`config.mk`:
```
export PLATFORM = sky130hd
export DESIGN_NAME = cgra_stream_source
export DESIGN_NICKNAME = d
export VERILOG_FILES = /design/src/rtl/cgra_stream_pkg.sv /design/src/rtl/stream_fifo.sv /design/src/rtl/cgra_stream_source.sv
export SDC_FILE = /design/constraint.sdc
export NUM_CORES = 1
export LEC_CHECK = 0
export BUFFER_PORTS_ARGS = -buffer_cell sky130_fd_sc_hd__buf_2
export CELL_PAD_IN_SITES_DETAIL_PLACEMENT = 0
export CELL_PAD_IN_SITES_GLOBAL_PLACEMENT = 1
export CORE_MARGIN = 4
export CORE_UTILIZATION = 42
export CTS_CLUSTER_SIZE = 24
export DETAILED_ROUTE_END_ITERATION = 10
export PLACE_DENSITY_LB_ADDON = 0.1
export SLEW_MARGIN = 20
export SYNTH_ARGS = -nofsm -noshare
export SYNTH_HDL_FRONTEND = slang
export SYNTH_HIERARCHICAL = 1
export SYNTH_SLANG_ARGS = --single-unit
```
`constraint.sdc`:
```
create_clock -name clk -period 3.1 [get_ports clk]
set_input_delay 0.465 -clock clk [delete_from_list [all_inputs] [get_ports clk]]
set_output_delay 0.465 -clock clk [all_outputs]
set_load 0.05 [all_outputs]
```
`src/rtl/cgra_stream_pkg.sv`:
```
// Shared types for the CGRA edge stream source: FSM states and FIFO occupancy width.
package cgra_stream_pkg;

   typedef enum logic [1:0] {
      IDLE,
      RUN,
      DRAIN
   } state_t;

   // Occupancy counters must represent 0..depth inclusive.
   function automatic int fifo_cnt_w(input int depth);
      return $clog2(depth) + 1;
   endfunction

endpackage

```
`src/rtl/stream_fifo.sv`:
```
// First-word-fall-through buffer between memory read data and the array stream.
// Registered write only: a pushed word becomes visible at the head the following cycle.
module stream_fifo
   import cgra_stream_pkg::*;
#(
   parameter int DATA_WIDTH = 32,
   parameter int DEPTH      = 4
) (
   input  logic                    clk,
   input  logic                    rst_n,
   input  logic                    push,
   input  logic [DATA_WIDTH-1:0]   wdata,
   input  logic                    pop,
   output logic [DATA_WIDTH-1:0]   rdata,
   output logic                    full,
   output logic                    empty,
   output logic [$clog2(DEPTH):0]  count
);

   localparam int AW = $clog2(DEPTH);
   localparam int CW = fifo_cnt_w(DEPTH);

   logic [DATA_WIDTH-1:0] mem [DEPTH];
   logic [AW-1:0]         wr_ptr;
   logic [AW-1:0]         rd_ptr;
   logic                  do_push;
   logic                  do_pop;

   assign empty   = (count == '0);
   assign full    = (count == CW'(DEPTH));
   assign do_push = push & ~full;
   assign do_pop  = pop & ~empty;
   assign rdata   = mem[rd_ptr];

   // Pointers wrap naturally since DEPTH is a power of two.
   always_ff @(posedge clk or negedge rst_n) begin
      if (!rst_n) begin
         for (int i = 0; i < DEPTH; i++) mem[i] <= '0;
         wr_ptr <= '0;
         rd_ptr <= '0;
         count  <= '0;
      end else begin
         if (do_push) begin
            mem[wr_ptr] <= wdata;
            wr_ptr      <= wr_ptr + AW'(1);
         end
         if (do_pop) rd_ptr <= rd_ptr + AW'(1);
         case ({do_push, do_pop})
            2'b10:   count <= count + CW'(1);
            2'b01:   count <= count - CW'(1);
            default: ;
         endcase
      end
   end

endmodule

```
`src/rtl/cgra_stream_source.sv`:
```
// Strided memory reader that feeds one CGRA boundary input as a valid/ready stream.
// Requests are credit-limited so every in-flight read always has a FIFO slot waiting.
module cgra_stream_source
   import cgra_stream_pkg::*;
#(
   parameter int DATA_WIDTH = 32,
   parameter int ADDR_WIDTH = 32,
   parameter int LEN_WIDTH  = 16,
   parameter int FIFO_DEPTH = 4
) (
   input  logic                  clk,
   input  logic                  rst_n,
   input  logic                  start,
   input  logic [ADDR_WIDTH-1:0] base_addr,
   input  logic [ADDR_WIDTH-1:0] stride,
   input  logic [LEN_WIDTH-1:0]  length,
   output logic                  busy,
   output logic                  done,
   output logic                  mem_req,
   output logic [ADDR_WIDTH-1:0] mem_addr,
   input  logic                  mem_gnt,
   input  logic                  mem_rvalid,
   input  logic [DATA_WIDTH-1:0] mem_rdata,
   output logic [DATA_WIDTH-1:0] dout,
   output logic                  dout_v,
   input  logic                  dout_r
);

   localparam int CW = fifo_cnt_w(FIFO_DEPTH);

   state_t                state, state_nx;
   logic [ADDR_WIDTH-1:0] addr;
   logic [ADDR_WIDTH-1:0] cfg_stride;
   logic [LEN_WIDTH-1:0]  cfg_len;
   logic [LEN_WIDTH-1:0]  issued;
   logic [CW-1:0]         outstanding;
   logic [CW-1:0]         fifo_count;
   logic [CW:0]           credit_used;
   logic                  fifo_empty;
   logic                  fifo_full;
   logic                  gnt_fire;
   logic                  pop;
   logic                  accept_start;
   logic                  drained;

   assign credit_used  = {1'b0, fifo_count} + {1'b0, outstanding};
   assign mem_req      = (state == RUN) && (issued < cfg_len) && (credit_used < (CW+1)'(FIFO_DEPTH));
   assign gnt_fire     = mem_req & mem_gnt;
   assign mem_addr     = addr;
   assign busy         = (state != IDLE);
   assign dout_v       = ~fifo_empty;
   assign pop          = dout_v & dout_r;
   assign accept_start = (state == IDLE) && start;
   assign drained      = (outstanding == '0) && fifo_empty;

   always_comb begin
      state_nx = state;
      case (state)
         IDLE:    if (start && length != '0) state_nx = RUN;
         RUN:     if (gnt_fire && (issued + LEN_WIDTH'(1) == cfg_len)) state_nx = DRAIN;
         DRAIN:   if (drained) state_nx = IDLE;
         default: state_nx = IDLE;
      endcase
   end

   always_ff @(posedge clk or negedge rst_n) begin
      if (!rst_n) begin
         state       <= IDLE;
         addr        <= '0;
         cfg_stride  <= '0;
         cfg_len     <= '0;
         issued      <= '0;
         outstanding <= '0;
         done        <= 1'b0;
      end else begin
         state <= state_nx;
         // A zero-length start completes immediately without touching memory.
         done  <= (accept_start && length == '0) || (state == DRAIN && drained);
         if (accept_start && length != '0) begin
            addr       <= base_addr;
            cfg_stride <= stride;
            cfg_len    <= length;
            issued     <= '0;
         end else if (gnt_fire) begin
            addr   <= addr + cfg_stride;
            issued <= issued + LEN_WIDTH'(1);
         end
         case ({gnt_fire, mem_rvalid})
            2'b10:   outstanding <= outstanding + CW'(1);
            2'b01:   outstanding <= outstanding - CW'(1);
            default: ;
         endcase
      end
   end

   stream_fifo #(
      .DATA_WIDTH (DATA_WIDTH),
      .DEPTH      (FIFO_DEPTH)
   ) u_fifo (
      .clk   (clk),
      .rst_n (rst_n),
      .push  (mem_rvalid),
      .wdata (mem_rdata),
      .pop   (pop),
      .rdata (dout),
      .full  (fifo_full),
      .empty (fifo_empty),
      .count (fifo_count)
   );

endmodule

```
==> reports/metrics.yaml <==
placed_design:
  numPortBuffers: 185
  placedCellCount: 1570
  placed_cell_area_mm2: 0.0140
  place_ws_ps: 38.0
  globalplace.congestion: 0.802
  dpl.hpwl_um: 20700
die:
  die_w_um: 181
  ios: 186
  rows: 62
  start_util_pct: 43.1
  die-height_um: 181
  core_area_mm2: 0.0290
  dieArea_mm2: 0.0326
logic_synthesis:
  syn-mean-instance-area_um2: 12.4
  yosysWarningCount: 6
  ys_seq_elements: 237
  ys_seq_area_share_pct: 47.4
  synth_area_mm2: 0.0125
  synth_edf_count: 0
  synth.distinct_cells: 64
  async_flop_share_pct: 100
  synthCells: 1011
  syn_nets: 1188
  synth_top_flop_cell: "dfrtp_1"
global_routing:
  grt_pass1_vias: 9089
  grt_max_degree: 83
  grt_pass1_wl_um: 48900
  grtUsageTotal_pct: 18.1
  gr-total-overflow: 0
  antenna_found_initial: 4
sta:
  hold_viol: 0
  setup_ws_ps: 120
  rsz0062_at_grt: "false"
  report.final.slew_viol_count: 0
  tightest_slew_ps: 691
  finalCritPeriodShare_pct: 96.1
  fmax_ghz: 0.336
  min_period_ps: 2980
  skew_ps: 27.6
  setup_violations: 0
  whs_ps: 146
  fin_tns_setup_ps: 0
  relSlewSlack_pct: 54.0
layout:
  finalNonFillerCells: 1627
  layout-drive-gt1-share_pct: 42.1
  stdcell_area_mm2: 0.0152
  post-route-util_pct: 52.3
  syn_to_final_growth_pct: 21.4
  nNetsFinal: 1397
clock_tree:
  clk_pin_slew_ps: 60
  cts_root_buf: "clkbuf_16"
  worstSkewPairLatency_ps: 550
  cts.path.max_buffers: 3
  numCtsBuffers: 28
  cts_tree: "done"
  cts.sinks: 237
  htree_levels: 1
power:
  p_leak_nw: 6.84
  power.total_mw: 19.4
  powerDensity_mw_per_mm2: 1280
  ir_drop_mv: 0.781
route:
  via_per_inst: 5.27
  drt_pre_antenna_iters: 6
  vias: 8573
  drc_errors: 0
  ant_nets: 0
  drtIter0Drc: 349
  routed_wl_um: 29800
  routedWlPerCell_um: 18.3
setup_path:
  crit_required_ps: 2630
  path_cells: "ha_1 -> or4_1 -> a2111oi_4 -> nor2b_2 -> buf_6"
  worstSetupStartpointType: "flip-flop"
  max_stage_delay_ps: 560
  cpMaxStageDelayCell: "or4_1"
  critPathMaxFanout: 3
  crit_type: "reg -> out"
  end_kind: "primary output"
  worstPathArrival_ps: 2510
job:
  cap_violations: 0
worst_hold_path:
  hp-class: "in -> reg"
outcome:
  outcome: "completed"
[state kept, by name (all words and copies together), names as in the netlist, 3 cells and up]
signal and count:
cfg_len 16, cfg_stride 32, issued 16, mem_addr 32
outstanding 3, u_fifo/count 3, u_fifo/mem 128
[area by class of cell]
type                            count  area [um^2]
Antenna cell                        1         2.50
Clock buffer                       41          881
Clock inverter                     11          183
Fill cell                        2662        13800
Inverter                           38          145
Multi-Input combinational cell    690         6240
Sequential cell                   237         5930
Tap cell                          384          480
Timing Repair Buffer              225         1320
[logic make-up (layout without fill, tap and decap cells)]
family / after synthesis / in the layout / share of synthesized area, %
AO/OA/AOI/OAI: 176 / 176 / 9.44
XOR/XNOR: 59 / 59 / 4.13
adder cells (fa/ha/maj): 59 / 59 / 6.08
buffers and inverters: 84 / 315 / 3.49
flip-flops: 237 / 237 / 47.4
multiplexers: 219 / 219 / 22.5
other: 0 / 1 / 0
AND/OR/NAND/NOR: 177 / 177 / 6.91
[placed cells by master, fill, tap and decap left out, drive strengths merged, types with 4 or more instances in the layout]
| cell | count |
|---|---|
| and2 | 4 |
| clkbuf | 41 |
| a211oi | 4 |
| nor4 | 7 |
| o21a | 10 |
| o211ai | 4 |
| o21ai | 50 |
| xor2 | 26 |
| nand2b | 4 |
| inv | 38 |
| o31ai | 6 |
| nand2 | 41 |
| nor2b | 9 |
| nor2 | 59 |
| mux2 | 179 |
| and3 | 8 |
| nand3 | 18 |
| a21o | 11 |
| or3 | 7 |
| dfrtp | 237 |
| mux2i | 8 |
| a21oi | 44 |
| mux4 | 32 |
| a31oi | 8 |
| nand4 | 5 |
| bufinv | 5 |
| o22ai | 18 |
| buf | 224 |
| clkinv | 5 |
| ha | 56 |
| xnor2 | 33 |
[metal layers]
metal	wire length (um)	vias up	GRT usage, %
met4	482	6	3.24
met5	41	-	0
li1	-	4105	-
met3	1270	32	3.59
met1	13800	4287	25.2
met2	14200	143	30.0
[worst max-delay path, delay by kind of cell, from the launching register on]
family                   cells  cell delay (ps)
AND/OR/NAND/NOR              2              790
flip-flops                   1              420
AO/OA/AOI/OAI                1              310
adder cells (fa/ha/maj)      1              300
buffers and inverters        1              170
[worst paths after layout]
check / end / slack (ps) / from / cells after the start
setup / recovery: mem_req / 120 / outstanding[2] / 5
hold / removal: cfg_stride[26] / 150 / stride[26] / 2
setup reg to reg: mem_addr[30] / 180 / mem_addr[11] / 11
hold reg to reg: done / 480 / state[0] / 1
max in group asynchronous: u_fifo/rd_ptr[0] / 1730 / rst_n / 3
min in group asynchronous: cfg_len[5] / 540 / rst_n / 2
[synth_stat cells, drive strengths merged (5+ instances only)]
master	n	area, um^2
dfrtp	237	5930
mux2	179	2020
nor2	59	221
ha	56	701
o21ai	50	262
a21oi	44	258
nand2	41	154
inv	38	143
buf	35	253
xnor2	33	289
mux4	32	721
xor2	26	228
nand3	18	90.1
o22ai	18	113
a21o	11	82.6
clkbuf	11	41.3
o21a	10	82.6
nor2b	9	56.3
a31oi	8	65.1
and3	8	50.1
mux2i	8	80.1
nor4	7	43.8
or3	7	48.8
o31ai	6	58.8
nand4	5	31.3
[repair_timing]
item | CTS | global route
hold buffers | 1 | 0
endpoints found under the setup margin | 1 | 6
endpoints found under the hold margin | 76 | 0
setup buffers | 0 | 3
gates cloned | 0 | 0
pin swaps | 1 | 9
resized for setup | 4 | 11
[power by group]
part	total, mW	switching, mW	leakage [nW]	internal (mW)
Clock	3.70	1.33	0.528	2.37
Combinational	10.3	6.01	3.50	4.27
Sequential	5.42	0.908	2.82	4.51
No activity file was read; power rests on OpenSTA's default activity.
